$ cat src/rtl/uart_mmio_bridge.sv
// Memory-mapped bridge between a single-cycle bus and a byte UART: 4-deep TX queue with
// start/busy handshake, and an RX snapshot of the external FIFO drained one byte per RXDATA read.
module uart_mmio_bridge (
  input  logic         clk,
  input  logic         reset,
  input  logic         bus_req,
  input  logic         bus_we,
  input  logic [3:0]   bus_addr,
  input  logic [31:0]  bus_wdata,
  output logic [31:0]  bus_rdata,
  output logic         bus_ready,
  output logic         tx_start,
  output logic [7:0]   tx_data_in,
  input  logic         tx_busy,
  output logic         read_all,
  output logic         mode,
  input  logic         flag_ready,
  input  logic [127:0] fifo_data_flat,
  input  logic         fifo_empty
);

  typedef enum logic [1:0] {T_IDLE, T_START, T_WAIT_BUSY, T_WAIT_DONE} tx_state_e;
  typedef enum logic {R_IDLE, R_DRAIN} rx_state_e;

  localparam logic [1:0] A_TXDATA = 2'd0;
  localparam logic [1:0] A_RXDATA = 2'd1;
  localparam logic [1:0] A_STATUS = 2'd2;
  localparam logic [1:0] A_CTRL   = 2'd3;

  tx_state_e   tx_state_q, tx_state_d;
  rx_state_e   rx_state_q, rx_state_d;
  logic [7:0]  txq_q [4];
  logic [1:0]  tx_wptr_q, tx_rptr_q;
  logic [2:0]  tx_cnt_q, tx_cnt_d;
  logic [7:0]  tx_data_q, tx_data_d;
  logic [7:0]  snap_q [16];
  logic [4:0]  rx_cnt_q, rx_cnt_d;
  logic [3:0]  rx_idx_q, rx_idx_d;
  logic        mode_q, auto_fetch_q;
  logic        tx_ovf_q, rx_unf_q;
  logic        bus_ready_q;
  logic [31:0] bus_rdata_q, bus_rdata_d;

  logic [1:0]  sel;
  logic        tx_push, rx_rd, st_wr, ctrl_wr;
  logic        tx_full, tx_empty, tx_pop, tx_push_ok, tx_ovf_set;
  logic        rx_fetch, rx_take, rx_unf_set;
  logic [31:0] status;
  logic        unused_bits;

  assign sel      = bus_addr[3:2];
  assign tx_push  = bus_req &  bus_we & (sel == A_TXDATA);
  assign rx_rd    = bus_req & ~bus_we & (sel == A_RXDATA);
  assign st_wr    = bus_req &  bus_we & (sel == A_STATUS);
  assign ctrl_wr  = bus_req &  bus_we & (sel == A_CTRL);

  assign unused_bits = ^{bus_addr[1:0], bus_wdata[31:26], bus_wdata[23:8]};

  assign tx_full    = (tx_cnt_q == 3'd4);
  assign tx_empty   = (tx_cnt_q == 3'd0);
  assign tx_pop     = (tx_state_q == T_WAIT_DONE) & ~tx_busy;
  // A pop in the same cycle frees a slot, so a push into a full queue still lands.
  assign tx_push_ok = tx_push & (~tx_full | tx_pop);
  assign tx_ovf_set = tx_push & tx_full & ~tx_pop;

  assign rx_fetch   = (rx_state_q == R_IDLE) & auto_fetch_q & flag_ready;
  assign rx_take    = rx_rd & (rx_cnt_q != 5'd0);
  assign rx_unf_set = rx_rd & (rx_cnt_q == 5'd0);

  assign status = {6'b0, rx_unf_q, tx_ovf_q, 3'b0, rx_cnt_q, 5'b0, tx_cnt_q, 2'b0,
                   flag_ready, fifo_empty, tx_busy, (rx_cnt_q != 5'd0), tx_empty, tx_full};

  assign bus_ready  = bus_ready_q;
  assign bus_rdata  = bus_rdata_q;
  assign tx_data_in = tx_data_q;
  assign mode       = mode_q;
  assign read_all   = rx_fetch & ~reset;

  always_comb begin
    tx_state_d = tx_state_q;
    tx_data_d  = tx_data_q;
    tx_start   = 1'b0;
    case (tx_state_q)
      T_IDLE: begin
        if (!tx_empty && !tx_busy) begin
          tx_state_d = T_START;
          tx_data_d  = txq_q[tx_rptr_q];
        end
      end
      T_START: begin
        tx_start   = ~reset;
        tx_state_d = T_WAIT_BUSY;
      end
      T_WAIT_BUSY: if (tx_busy)  tx_state_d = T_WAIT_DONE;
      T_WAIT_DONE: if (!tx_busy) tx_state_d = T_IDLE;
      default:     tx_state_d = T_IDLE;
    endcase
  end

  always_comb begin
    tx_cnt_d = tx_cnt_q;
    if (tx_push_ok && !tx_pop)      tx_cnt_d = tx_cnt_q + 3'd1;
    else if (!tx_push_ok && tx_pop) tx_cnt_d = tx_cnt_q - 3'd1;
  end

  always_comb begin
    rx_state_d = rx_state_q;
    rx_cnt_d   = rx_cnt_q;
    rx_idx_d   = rx_idx_q;
    case (rx_state_q)
      R_IDLE: begin
        if (rx_fetch) begin
          rx_state_d = R_DRAIN;
          rx_cnt_d   = mode_q ? 5'd14 : 5'd8;
          rx_idx_d   = 4'd0;
        end
      end
      R_DRAIN: begin
        if (rx_take) begin
          rx_cnt_d = rx_cnt_q - 5'd1;
          rx_idx_d = rx_idx_q + 4'd1;
          if (rx_cnt_q == 5'd1) rx_state_d = R_IDLE;
        end
      end
      default: rx_state_d = R_IDLE;
    endcase
  end

  // Read data reflects state before this access's own side effects.
  always_comb begin
    bus_rdata_d = 32'd0;
    if (bus_req && !bus_we) begin
      case (sel)
        A_RXDATA: if (rx_take) bus_rdata_d = {24'd0, snap_q[rx_idx_q]};
        A_STATUS: bus_rdata_d = status;
        A_CTRL:   bus_rdata_d = {30'd0, auto_fetch_q, mode_q};
        default:  bus_rdata_d = 32'd0;
      endcase
    end
  end

  always_ff @(posedge clk) begin
    if (reset) begin
      tx_state_q   <= T_IDLE;
      rx_state_q   <= R_IDLE;
      tx_wptr_q    <= 2'd0;
      tx_rptr_q    <= 2'd0;
      tx_cnt_q     <= 3'd0;
      tx_data_q    <= 8'd0;
      rx_cnt_q     <= 5'd0;
      rx_idx_q     <= 4'd0;
      mode_q       <= 1'b0;
      auto_fetch_q <= 1'b0;
      tx_ovf_q     <= 1'b0;
      rx_unf_q     <= 1'b0;
      bus_ready_q  <= 1'b0;
      bus_rdata_q  <= 32'd0;
    end else begin
      tx_state_q  <= tx_state_d;
      rx_state_q  <= rx_state_d;
      tx_cnt_q    <= tx_cnt_d;
      tx_data_q   <= tx_data_d;
      rx_cnt_q    <= rx_cnt_d;
      rx_idx_q    <= rx_idx_d;
      bus_ready_q <= bus_req;
      bus_rdata_q <= bus_rdata_d;
      if (tx_push_ok) tx_wptr_q <= tx_wptr_q + 2'd1;
      if (tx_pop)     tx_rptr_q <= tx_rptr_q + 2'd1;
      if (ctrl_wr) begin
        mode_q       <= bus_wdata[0];
        auto_fetch_q <= bus_wdata[1];
      end
      // Set beats clear when both land in the same cycle.
      tx_ovf_q <= tx_ovf_set | (tx_ovf_q & ~(st_wr & bus_wdata[24]));
      rx_unf_q <= rx_unf_set | (rx_unf_q & ~(st_wr & bus_wdata[25]));
    end
  end

  // Storage arrays carry no reset; the pointers and counts above invalidate them.
  always_ff @(posedge clk) begin
    if (!reset && tx_push_ok) txq_q[tx_wptr_q] <= bus_wdata[7:0];
    if (!reset && rx_fetch) begin
      for (int i = 0; i < 16; i++) snap_q[i] <= fifo_data_flat[8*i +: 8];
    end
  end

endmodule
$ cat config.mk
export PLATFORM = sky130hd
export DESIGN_NAME = uart_mmio_bridge
export DESIGN_NICKNAME = d
export VERILOG_FILES = /design/src/rtl/uart_mmio_bridge.sv
export SDC_FILE = /design/constraint.sdc
export NUM_CORES = 1
export LEC_CHECK = 0
export CAP_MARGIN = 5
export CORE_MARGIN = 10
export CORE_UTILIZATION = 31
export DETAILED_ROUTE_END_ITERATION = 16
export DONT_BUFFER_PORTS = 1
export REMOVE_ABC_BUFFERS = 1
export SYNTH_ARGS = -nofsm -noshare
export SYNTH_HDL_FRONTEND = slang
export SYNTH_SLANG_ARGS = --single-unit
export TNS_END_PERCENT = 1
$ cat constraint.sdc
create_clock -name clk -period 11.42 [get_ports clk]
set_clock_uncertainty 0.15 [all_clocks]
set_input_delay 1.713 -clock clk [delete_from_list [all_inputs] [get_ports clk]]
set_output_delay 1.713 -clock clk [all_outputs]
set_load 0.05 [all_outputs]
==> metrics.md <==
| Metric | Value |
|---|---|
| Initial Util | `between 30% and 40%` |
| Post-synthesis sequential area ratio | `70.3%` |
| CTS root buffer | `clkbuf_16` |
| Post-cts resize count | `0` |
| Hold Path Depth | `2` |
| Initial antenna violation count | `10` |
| Fmax | `222 MHz` |
| Placer Congestion | `0.778` |
| Worst Hold End | `rx_cnt_q[1]$_SDFFE_PP0P_` |
| Data required, critical path | `9.56 ns` |
| RSZ-0062 raised after global routing | `no` |
| Kind of critical path | `primary input to output pin` |
| Syn-to-layout area delta | `12.8%` |
| Max IR drop VDD | `between 150 and 200 µV` |
| Post-CTS setup buffer count | `0` |
| Max clock buf depth | `3` |
| Post-layout util | `35.3%` |
| First-pass GRT wire length | `27400 µm` |
| Drt pass-1 iters | `4` |
| Hold Path Origin | `rx_cnt_q[1]$_SDFFE_PP0P_` |
| Crit start category | `primary input` |
| TritonCTS buffer count | `23` |
| Die width | `184 µm` |
| Slowest cell on the critical path | `buf_4` |
| DP Worst Slack | `6.90 ns` |
| IO Count | `approximately 220` |
| Height of the chip | `184 µm` |
| Clock Sinks | `about 210` |
| RR Endpoint | `snap_q[8][6]$_DFFE_PP_` |
| Hold-fix buffers, CTS | `0` |
| Most common cell after layout, fill and taps aside | `edfxtp_1` |
| Most frequent cells in the layout | `160 x edfxtp_1, 51 x dfxtp_1, 40 x mux4_2` |
| Worst-Skew Late Latency | `0.53 ns` |
| Final period utilization | `39.5%` |
| Post-Syn Area | `8370 µm²` |
| Area of the core | `approximately 27000 µm²` |
| H-tree Lvls | `1` |
| Worst-path clk slew | `around 0.060 ns` |
| Status | `completed` |
| Total number of vias | `4083` |
| Slowest stage delay, CP | `0.53 ns` |
| PD cells | `about 170 nW/µm²` |
| Min cycle time layout | `4.51 ns` |
| Routed vias/inst | `4.79` |
| Final Net Count | `675` |
| Cell total after placement | `between 800 and 900` |
| Gr usage total | `10.8%` |
| R2R depth | `4` |
| Final ANT Viol Nets | `0` |
| Netlist cell types | `45` |
| Final setup margin | `6.91 ns` |
| Vias in the first global route | `4532` |
| CTS tree | `yes` |
| Setup-failing EPs final | `0` |
| R2R Setup Slk | `8.41 ns` |
| Non-filler instance count after layout | `roughly 850` |
| Ys Warns | `0` |
| Number of max-cap violations | `0` |
| Slew of the pin with the lowest slew margin | `1.20 ns` |
| Total die area | `34000 µm²` |
| Worst-path maximum fanout | `39` |
| DP HPWL | `13400 µm` |
| Fin Setup TNS | `0 ns` |
| Hold slack | `0.330 ns` |
| HP Class | `flop to flop` |
| Worst EP arrival | `approximately 2.7 ns` |
| Avg Synthesized Cell Area | `17.3 µm²` |
| # rows | `60` |
| Leak Pwr | `3.02 nW` |
| Max-slew violations | `0` |
| Crit end category | `output pin` |
| Layout cell share with drive strength beyond 1 | `18.3%` |
| Crit Reg-Reg Startpoint | `rx_state_q$_SDFF_PP0_` |
| Critical path, cell by cell | `nand3b_1, nor2_4, buf_4` |
| Total gr overflow | `0` |
| Largest net degree at the start of global routing | `92` |
| #FFs+latches synth | `roughly 210` |
| Relative slew slack | `between 10% and 20%` |
| Drt initial violations | `about 230` |
| DRC viols | `0` |
| IO Port Bufs | `0` |
| Synth Instances | `485` |
| Routed WL per cell | `21.6 µm` |
| Hold Fails Final Rpt | `0` |
| Final WL | `18400 µm` |
## cell usage after synthesis
| master | instances | area, µm² |
|---|---|---|
| nor3b_1 | 1 | 7.51 |
| nand4_2 | 1 | 12.5 |
| nor4bb_1 | 2 | 20.0 |
| nor2_1 | 38 | 143 |
| or3b_2 | 1 | 8.76 |
| and2_1 | 13 | 81.3 |
| and3b_1 | 1 | 8.76 |
| nand3b_1 | 3 | 22.5 |
| buf_6 | 2 | 22.5 |
| o21ai_0 | 7 | 35.0 |
| a311o_1 | 1 | 10.0 |
| edfxtp_1 | 160 | 4800 |
| a21oi_1 | 11 | 55.1 |
| buf_4 | 14 | 105 |
| nand4_1 | 6 | 37.5 |
| inv_1 | 11 | 41.3 |
| o21ba_2 | 1 | 10.0 |
| mux2i_1 | 32 | 320 |
| o21bai_1 | 1 | 7.51 |
| xnor2_1 | 2 | 17.5 |
| nand4b_2 | 1 | 15.0 |
| dfxtp_1 | 54 | 1080 |
| nand2b_1 | 1 | 6.26 |
| buf_2 | 9 | 45.0 |
| or3_1 | 1 | 6.26 |
| and3_1 | 1 | 6.26 |
| nand3_1 | 1 | 5.00 |
| ha_1 | 13 | 163 |
| and3_4 | 1 | 11.3 |
| fa_1 | 1 | 20.0 |
| a31oi_1 | 2 | 12.5 |
| nor4b_1 | 2 | 17.5 |
| xor2_1 | 7 | 61.3 |
| nand2_1 | 7 | 26.3 |
| clkbuf_1 | 11 | 41.3 |
| o22a_1 | 2 | 17.5 |
| or4b_4 | 1 | 13.8 |
| mux4_2 | 40 | 901 |
| nor2b_1 | 5 | 31.3 |
| nor3b_2 | 1 | 12.5 |
| o22ai_1 | 2 | 12.5 |
| a21o_1 | 1 | 7.51 |
| nor3_1 | 7 | 35.0 |
| conb_1 | 1 | 3.75 |
| a211o_1 | 5 | 43.8 |
## layout make-up
class                           count  area, µm²
Antenna cell                        4       10.0
Clock buffer                       28        604
Clock inverter                     14        158
Fill cell                        2482      17300
Inverter                           11       41.3
Multi-Input combinational cell    237       2290
Sequential cell                   214       5890
Tap cell                          341        427
Timing Repair Buffer                3       22.5
## where the power goes
part           internal, W  total [W]  switching, W
clock             0.000429   0.000731      0.000302
sequential        0.000840   0.000848    0.00000828
combinational   0.00000761  0.0000279     0.0000203
total              0.00128    0.00161      0.000330
## per-stage QoR
| stage | total power [W] | instance area (µm²) |
|---|---|---|
| floorplan | 0.000888 | 8200 |
| global placement | 0.000892 | 8670 |
| detailed placement | 0.000893 | 8670 |
| CTS | 0.00163 | 9430 |
| global route | 0.00167 | 9430 |
| finish | 0.00161 | 9440 |
## metal layers
layer | share of wire (%) | vias up | global-route usage [%]
met1 | 34 | 1992 | 10.7
met2 | 48 | 193 | 18.0
met5 | 0.36 | - | 0
met4 | 2.4 | 10 | 3.05
met3 | 15 | 40 | 7.19
li1 | - | 1848 | -
## state kept, by name, summed over array words and instances (netlist names), 2 cells and up, named ones only
name and cells:
rx_cnt_q 5, snap_q 128, tx_data_in 8, tx_cnt_q 3, bus_rdata 18, tx_state_q 2
rx_idx_q 4, txq_q 32, tx_wptr_q 2, tx_rptr_q 2
## how the worst max path moves through the flow
stage	startpoint	endpoint	slack (ns)	cells after the start
finish	flag_ready	read_all	6.91	3
global route	flag_ready	read_all	6.85	3
CTS	flag_ready	read_all	6.90	3
detailed placement	flag_ready	read_all	6.90	3
global placement	flag_ready	read_all	6.94	3
floorplan	flag_ready	read_all	1.74	2
## critical path, delay by kind of cell
family | cells | cell delay [ns]
simple gates | 2 | 0.37
buf+inv | 1 | 0.53
## cell families (layout without fill, tap and decap cells)
family / Yosys count / count (layout) / share of synthesized area, %
DFF: 214 / 214 / 70.3
and+or+nand+nor: 95 / 95 / 6.31
other: 1 / 18 / 0.0448
adders and majority gates: 14 / 14 / 2.18
buffers and inverters: 47 / 56 / 3.05
xor gates and xnor gates: 9 / 9 / 0.942
AOI/OAI and AO/OA: 33 / 33 / 2.53
muxes: 72 / 72 / 14.6
No activity file was read; power rests on OpenSTA's default activity.
